File: src/rtl/hazard_fwd_ctrl_if.sv
// Connection bundle between the decode stage and the hazard/forwarding controller.
// The pipeline drives the decode-side fields; the controller returns mux selects, stall/flush and counters.
interface hazard_fwd_ctrl_if #(
  parameter int RA_W  = 5,
  parameter int CNT_W = 16
);
  logic            id_valid;
  logic [RA_W-1:0] id_rs1;
  logic [RA_W-1:0] id_rs2;
  logic            id_rs1_used;
  logic            id_rs2_used;
  logic [RA_W-1:0] id_rd;
  logic            id_we;
  logic            id_is_load;
  logic            br_taken;

  logic [1:0]       fwd_a_sel;
  logic [1:0]       fwd_b_sel;
  logic             stall_if;
  logic             stall_id;
  logic             flush_id;
  logic             flush_ex;
  logic [CNT_W-1:0] load_use_cnt;
  logic [CNT_W-1:0] flush_cnt;

  modport master (
    output id_valid, id_rs1, id_rs2, id_rs1_used, id_rs2_used,
           id_rd, id_we, id_is_load, br_taken,
    input  fwd_a_sel, fwd_b_sel, stall_if, stall_id, flush_id, flush_ex,
           load_use_cnt, flush_cnt
  );

  modport slave (
    input  id_valid, id_rs1, id_rs2, id_rs1_used, id_rs2_used,
           id_rd, id_we, id_is_load, br_taken,
    output fwd_a_sel, fwd_b_sel, stall_if, stall_id, flush_id, flush_ex,
           load_use_cnt, flush_cnt
  );
endinterface

File: src/rtl/hazard_fwd_ctrl.sv
// Hazard/forwarding controller: shadow pipeline of destination info (EX/MEM/WB/RET),
// operand-mux selects, load-use stall, branch flush and saturating debug counters.
module hazard_fwd_ctrl #(
  parameter int RA_W  = 5,
  parameter int CNT_W = 16
) (
  input  logic               clk,
  input  logic               rst,
  hazard_fwd_ctrl_if.slave   bus
);

  typedef struct packed {
    logic            valid;
    logic [RA_W-1:0] rd;
    logic            we;
  } stage_t;

  localparam stage_t BUBBLE = '{valid: 1'b0, rd: {RA_W{1'b0}}, we: 1'b0};

  stage_t           ex_q, ex_d, mem_q, wb_q, ret_q;
  logic             ex_is_load_q, ex_is_load_d;
  logic [RA_W-1:0]  ex_rs1_q, ex_rs1_d, ex_rs2_q, ex_rs2_d;
  logic             ex_rs1_used_q, ex_rs1_used_d, ex_rs2_used_q, ex_rs2_used_d;
  logic [CNT_W-1:0] lu_cnt_q, lu_cnt_d, fl_cnt_q, fl_cnt_d;

  logic             lu_raw_s, br_s, lu_stall_s, flush_ex_s;
  logic [1:0]       fwd_a_s, fwd_b_s;

  function automatic logic src_match(input stage_t s, input logic [RA_W-1:0] r);
    return s.valid && s.we && (s.rd != {RA_W{1'b0}}) && (s.rd == r);
  endfunction

  // Nearest producer wins; RET covers a register file without write-first bypass.
  function automatic logic [1:0] fwd_sel(input logic live, input logic [RA_W-1:0] r,
                                         input stage_t m, input stage_t w, input stage_t t);
    logic [1:0] sel;
    sel = 2'b00;
    if (!live)                sel = 2'b00;
    else if (src_match(m, r)) sel = 2'b01;
    else if (src_match(w, r)) sel = 2'b10;
    else if (src_match(t, r)) sel = 2'b11;
    else                      sel = 2'b00;
    return sel;
  endfunction

  function automatic logic [CNT_W-1:0] sat_inc(input logic [CNT_W-1:0] c, input logic en);
    logic [CNT_W-1:0] n;
    n = c;
    if (en && (c != {CNT_W{1'b1}})) n = c + {{(CNT_W-1){1'b0}}, 1'b1};
    else                            n = c;
    return n;
  endfunction

  // Hazard detection and operand selects, all combinational from shadow state and ID inputs.
  always_comb begin
    lu_raw_s = ex_q.valid && ex_is_load_q && ex_q.we && (ex_q.rd != {RA_W{1'b0}}) && bus.id_valid &&
               ((bus.id_rs1_used && (bus.id_rs1 == ex_q.rd)) ||
                (bus.id_rs2_used && (bus.id_rs2 == ex_q.rd)));
    br_s       = bus.br_taken && !rst;
    // A taken branch discards the ID instruction, so its load-use stall is moot.
    lu_stall_s = lu_raw_s && !br_s && !rst;
    flush_ex_s = lu_stall_s || br_s;
    fwd_a_s    = fwd_sel(ex_q.valid && ex_rs1_used_q, ex_rs1_q, mem_q, wb_q, ret_q);
    fwd_b_s    = fwd_sel(ex_q.valid && ex_rs2_used_q, ex_rs2_q, mem_q, wb_q, ret_q);
  end

  // Next EX entry: bubble when flushed, otherwise the ID instruction gated by id_valid.
  always_comb begin
    ex_d          = BUBBLE;
    ex_is_load_d  = 1'b0;
    ex_rs1_d      = {RA_W{1'b0}};
    ex_rs2_d      = {RA_W{1'b0}};
    ex_rs1_used_d = 1'b0;
    ex_rs2_used_d = 1'b0;
    if (flush_ex_s) begin
      ex_d = BUBBLE;
    end else begin
      ex_d.valid    = bus.id_valid;
      ex_d.rd       = bus.id_rd;
      ex_d.we       = bus.id_we;
      ex_is_load_d  = bus.id_is_load;
      ex_rs1_d      = bus.id_rs1;
      ex_rs2_d      = bus.id_rs2;
      ex_rs1_used_d = bus.id_rs1_used;
      ex_rs2_used_d = bus.id_rs2_used;
    end
    lu_cnt_d = sat_inc(lu_cnt_q, lu_stall_s);
    fl_cnt_d = sat_inc(fl_cnt_q, br_s);
  end

  // Shadow pipeline advance and counter state.
  always_ff @(posedge clk or posedge rst) begin
    if (rst) begin
      ex_q          <= BUBBLE;
      mem_q         <= BUBBLE;
      wb_q          <= BUBBLE;
      ret_q         <= BUBBLE;
      ex_is_load_q  <= 1'b0;
      ex_rs1_q      <= {RA_W{1'b0}};
      ex_rs2_q      <= {RA_W{1'b0}};
      ex_rs1_used_q <= 1'b0;
      ex_rs2_used_q <= 1'b0;
      lu_cnt_q      <= {CNT_W{1'b0}};
      fl_cnt_q      <= {CNT_W{1'b0}};
    end else begin
      ret_q         <= wb_q;
      wb_q          <= mem_q;
      mem_q         <= ex_q;
      ex_q          <= ex_d;
      ex_is_load_q  <= ex_is_load_d;
      ex_rs1_q      <= ex_rs1_d;
      ex_rs2_q      <= ex_rs2_d;
      ex_rs1_used_q <= ex_rs1_used_d;
      ex_rs2_used_q <= ex_rs2_used_d;
      lu_cnt_q      <= lu_cnt_d;
      fl_cnt_q      <= fl_cnt_d;
    end
  end

  assign bus.fwd_a_sel    = fwd_a_s;
  assign bus.fwd_b_sel    = fwd_b_s;
  assign bus.stall_if     = lu_stall_s;
  assign bus.stall_id     = lu_stall_s;
  assign bus.flush_id     = br_s;
  assign bus.flush_ex     = flush_ex_s;
  assign bus.load_use_cnt = lu_cnt_q;
  assign bus.flush_cnt    = fl_cnt_q;

endmodule

File: src/flat_wrapper.sv
// flat-port wrapper written by rule: the top's interface ports become plain ports
module hazard_fwd_ctrl_flat 
#(
  parameter int RA_W  = 5,
  parameter int CNT_W = 16
)
  (clk, rst, bus_id_valid, bus_id_rs1, bus_id_rs2, bus_id_rs1_used, bus_id_rs2_used, bus_id_rd, bus_id_we, bus_id_is_load, bus_br_taken, bus_fwd_a_sel, bus_fwd_b_sel, bus_stall_if, bus_stall_id, bus_flush_id, bus_flush_ex, bus_load_use_cnt, bus_flush_cnt);
  hazard_fwd_ctrl_if #(.RA_W(RA_W), .CNT_W(CNT_W)) bus_i ();
  input  logic clk;
  input  logic rst;
  input wire logic [$bits(bus_i.id_valid)-1:0] bus_id_valid;
  input wire logic [$bits(bus_i.id_rs1)-1:0] bus_id_rs1;
  input wire logic [$bits(bus_i.id_rs2)-1:0] bus_id_rs2;
  input wire logic [$bits(bus_i.id_rs1_used)-1:0] bus_id_rs1_used;
  input wire logic [$bits(bus_i.id_rs2_used)-1:0] bus_id_rs2_used;
  input wire logic [$bits(bus_i.id_rd)-1:0] bus_id_rd;
  input wire logic [$bits(bus_i.id_we)-1:0] bus_id_we;
  input wire logic [$bits(bus_i.id_is_load)-1:0] bus_id_is_load;
  input wire logic [$bits(bus_i.br_taken)-1:0] bus_br_taken;
  output wire logic [$bits(bus_i.fwd_a_sel)-1:0] bus_fwd_a_sel;
  output wire logic [$bits(bus_i.fwd_b_sel)-1:0] bus_fwd_b_sel;
  output wire logic [$bits(bus_i.stall_if)-1:0] bus_stall_if;
  output wire logic [$bits(bus_i.stall_id)-1:0] bus_stall_id;
  output wire logic [$bits(bus_i.flush_id)-1:0] bus_flush_id;
  output wire logic [$bits(bus_i.flush_ex)-1:0] bus_flush_ex;
  output wire logic [$bits(bus_i.load_use_cnt)-1:0] bus_load_use_cnt;
  output wire logic [$bits(bus_i.flush_cnt)-1:0] bus_flush_cnt;
  assign bus_i.id_valid = bus_id_valid;
  assign bus_i.id_rs1 = bus_id_rs1;
  assign bus_i.id_rs2 = bus_id_rs2;
  assign bus_i.id_rs1_used = bus_id_rs1_used;
  assign bus_i.id_rs2_used = bus_id_rs2_used;
  assign bus_i.id_rd = bus_id_rd;
  assign bus_i.id_we = bus_id_we;
  assign bus_i.id_is_load = bus_id_is_load;
  assign bus_i.br_taken = bus_br_taken;
  assign bus_fwd_a_sel = bus_i.fwd_a_sel;
  assign bus_fwd_b_sel = bus_i.fwd_b_sel;
  assign bus_stall_if = bus_i.stall_if;
  assign bus_stall_id = bus_i.stall_id;
  assign bus_flush_id = bus_i.flush_id;
  assign bus_flush_ex = bus_i.flush_ex;
  assign bus_load_use_cnt = bus_i.load_use_cnt;
  assign bus_flush_cnt = bus_i.flush_cnt;
  hazard_fwd_ctrl #(.RA_W(RA_W), .CNT_W(CNT_W)) u_core (.clk(clk), .rst(rst), .bus(bus_i));
endmodule
File: config.mk
export PLATFORM = sky130hd
export DESIGN_NAME = hazard_fwd_ctrl_flat
export DESIGN_NICKNAME = d
export VERILOG_FILES = /design/src/rtl/hazard_fwd_ctrl_if.sv /design/src/rtl/hazard_fwd_ctrl.sv /design/src/flat_wrapper.sv
export SDC_FILE = /design/constraint.sdc
export NUM_CORES = 1
export LEC_CHECK = 0
export CAP_MARGIN = 20
export CELL_PAD_IN_SITES_DETAIL_PLACEMENT = 2
export CELL_PAD_IN_SITES_GLOBAL_PLACEMENT = 2
export CORE_MARGIN = 2
export CORE_UTILIZATION = 34
export CTS_BUF_LIST = sky130_fd_sc_hd__clkbuf_8 sky130_fd_sc_hd__clkbuf_16
export DETAILED_ROUTE_END_ITERATION = 10
export GPL_ROUTABILITY_DRIVEN = 0
export GPL_TIMING_DRIVEN = 0
export PLACE_DENSITY = 0.86
export SLEW_MARGIN = 30
export SYNTH_ARGS = -nofsm -noshare
export SYNTH_HDL_FRONTEND = slang
export SYNTH_SLANG_ARGS = --single-unit
File: constraint.sdc
create_clock -name clk -period 4.6 [get_ports clk]
set_input_delay 0.92 -clock clk [delete_from_list [all_inputs] [get_ports clk]]
set_output_delay 0.92 -clock clk [all_outputs]
set_load 0.02 [all_outputs]
==> impl_metrics.json <==
{
  "wl_met1_um": 3560,
  "synth_top_family_by_area": "simple AND/OR/NAND/NOR gates",
  "setup_slack_ns": 0.135,
  "core_mm2": 0.00920,
  "muxShareOfSynthArea": 0.00699,
  "postSynthAreaPerCell_um2": 11.8,
  "register_area_mm2": 0.00183,
  "wirelength_um": 9050,
  "synthSimpleGateAreaFrac": 0.193,
  "endpoint_kind": "output port",
  "max_freq_ghz": 0.224,
  "tightestPinTransition_ns": 0.540,
  "drcViolationCount": 0,
  "io_buffers": 62,
  "min-delay-start": "u_core.ex_q[0]$_DFF_PP0_",
  "cp_data_arrival_time_ns": 3.54,
  "p_per_area_mw_per_mm2": 353,
  "ant_nets": 0,
  "synth_compound_area_frac": 0.0276,
  "min_to": "u_core.mem_q[0]$_DFF_PP0_",
  "top_layer_used": "met4",
  "p_leak_uw": 0.00177,
  "synth_area_mm2": 0.00322,
  "io_pins": 63,
  "clockRootBuffer": "clkbuf_8",
  "cts_resized": 0,
  "grt_pass1_wl_um": 14800,
  "period_share": 0.971,
  "tns_ns": 0,
  "rsz0062_at_grt": "false",
  "slew_headroom": 0.637,
  "final_common_cell": "dfrtp_1",
  "tritoncts": "done",
  "ys_seq_elements": 73,
  "synthAdderAreaFrac": 0.00777,
  "die_y_um": 101,
  "finalHoldViolations": 0,
  "cts_sinks": 73,
  "clock_latency_ns": 0.35,
  "slew_viol_final": 0,
  "drt_iter0_drc": 35,
  "cts_setup_buffers": 0,
  "synthXorXnorAreaFrac": 0.185,
  "htree_levels": 3,
  "die_width_um": 101,
  "cts_buffer_depth": 2,
  "n_antenna_cell": 0,
  "startpoint_type": "primary input",
  "first_global_vias": 2757,
  "vias": 2361,
  "hp-class": "flop to flop",
  "grt_max_degree": 42,
  "grtUsageTotal": 0.191,
  "ys_types": 33,
  "r2r_end": "u_core.ex_rs2_q[0]$_DFF_PP0_",
  "finalSetupViolCount": 0,
  "synth_nets": 299,
  "status": "complete, no violations",
  "drv_cap": 0,
  "synth_top_flop_cell": "dfrtp_1",
  "synth_warnings": 0,
  "period_needed_ns": 4.46,
  "criticalPathCategory": "primary input to output port",
  "dpl.hpwl_um": 6680,
  "via_per_inst": 5.09,
  "cts_buffers": 9,
  "r2r-start": "u_core.ex_q[2]$_DFF_PP0_",
  "final.setup_skew_ns": 0.0102,
  "drive_above_1_share": 0.0708,
  "worst_ep_required_time_ns": 3.68,
  "rows": 35,
  "ys_seq_area_frac": 0.567,
  "yosysTopAreaCell": "dfrtp_1",
  "fin_nets": 373,
  "async_flop_share": 1.00,
  "die_area_mm2": 0.0103,
  "pre_cts_ws_ns": 0.148,
  "layout_common_cells": "73 x dfrtp_1, 62 x clkdlybuf4s50_1, 38 x xnor2_1",
  "met2_length_um": 5040,
  "path_max_fanout": 10,
  "antenna_found_initial": 0,
  "clkTransAtPathRegs_ns": 0.07,
  "drtPass1Iterations": 4,
  "multiInputGateArea_mm2": 0.00136,
  "reg2reg_depth": 7,
  "syn_inst": 274,
  "grt_overflow": 0,
  "hold_path_depth": 0,
  "ir_worst_vdd_uv": 205,
  "postCtsHoldBufs": 0,
  "synth_edf_count": 0,
  "met3WireLength_um": 219,
  "area_growth_pct": 30.1,
  "synth_top_area_share": 0.567,
  "fin_util": 0.456,
  "wl_per_cell_um": 19.5,
  "r2r_slack_ns": 2.32,
  "synth_area_leaders": "dfrtp_1 57%, xnor2_1 10%, xor2_1 8.2%",
  "fillers": 952,
  "initial_utilization": 0.350,
  "finalPower_uw": 1480
}
[stage by stage]
step	hold slack (ns)	instance area, um2	cells
floorplan	0.354	3220	274
global placement	0.362	3980	447
detailed placement	0.383	4000	448
CTS	0.395	4190	464
global route	0.404	4190	464
finish	0.392	4190	464
[how the worst max path moves through the flow]
| stage | start | to | slack, ns | depth (start not counted) |
|---|---|---|---|---|
| finish | bus_id_rs1[4] | bus_flush_ex | 0.14 | 9 |
| detailed placement | bus_id_rs1[4] | bus_flush_ex | 0.15 | 9 |
| CTS | bus_id_rs1[4] | bus_flush_ex | 0.08 | 9 |
| global route | bus_id_rs1[4] | bus_flush_ex | 0.007 | 9 |
| floorplan | rst | bus_flush_ex | 0.29 | 6 |
| global placement | rst | bus_flush_ex | -1.38 | 8 |
[power by group]
| part | switching, uW | total [uW] | internal, uW |
|---|---|---|---|
| clock network | 244 | 489 | 246 |
| logic | 116 | 235 | 119 |
| registers | 66.4 | 757 | 690 |
| total | 426 | 1480 | 1060 |
[worst max-delay path: stages]
cell	delay [ns]
clkdlybuf4s50_1	0.44
xor2_1	0.16
nor4_2	0.33
a32oi_1	0.23
nor2_1	0.40
nor2_1	0.14
buf_2	0.21
inv_1	0.09
clkdlybuf4s50_1	0.60
[layer usage]
layer | global-route usage | vias up
met5 | 0 | -
met4 | 0.0832 | 0
met3 | 0.0297 | 17
met2 | 0.346 | 46
met1 | 0.225 | 1210
li1 | - | 1088
[cell type report]
cell class / count / share of cell area
Buffer: 4 / 0.00687
Clock inverter: 7 / 0.0152
Clock buffer: 9 / 0.0296
Inverter: 3 / 0.00328
Multi-Input combinational cell: 194 / 0.323
Timing Repair Buffer: 63 / 0.153
Tap cell: 111 / 0.0331
Sequential cell: 73 / 0.436
[registers in the layout (all words and copies together) (netlist names)]
name and cells:
u_core.ex_q 7, u_core.mem_q 7, u_core.wb_q 7, u_core.ex_is_load_q 1
u_core.ex_rs1_used_q 1, u_core.bus.load_use_cnt 16, u_core.ex_rs1_q 5, u_core.ex_rs2_q 5
u_core.ex_rs2_used_q 1, u_core.bus.flush_cnt 16, u_core.ret_q 7
[cell usage after synthesis, drive strengths merged, types with 2 or more instances]
cell    count
ha          2
nand4      15
nand2      15
nor2b       2
nor4        8
nand3      13
nor2       13
xor2       30
or4         3
and2       25
nor3        6
o211ai      3
dfrtp      73
xnor2      38
mux2        2
a21oi       2
inv         3
and4        2
buf         3
and3        6
a31oi       2
[cells by family after synthesis]
family	count (synthesis)
and+or+nand+nor	110
DFF	73
xor gates and xnor gates	68
AOI/OAI and AO/OA	12
buffers and inverters	7
muxes	2
adders and majority gates	2
No activity file was read; power rests on OpenSTA's default activity.
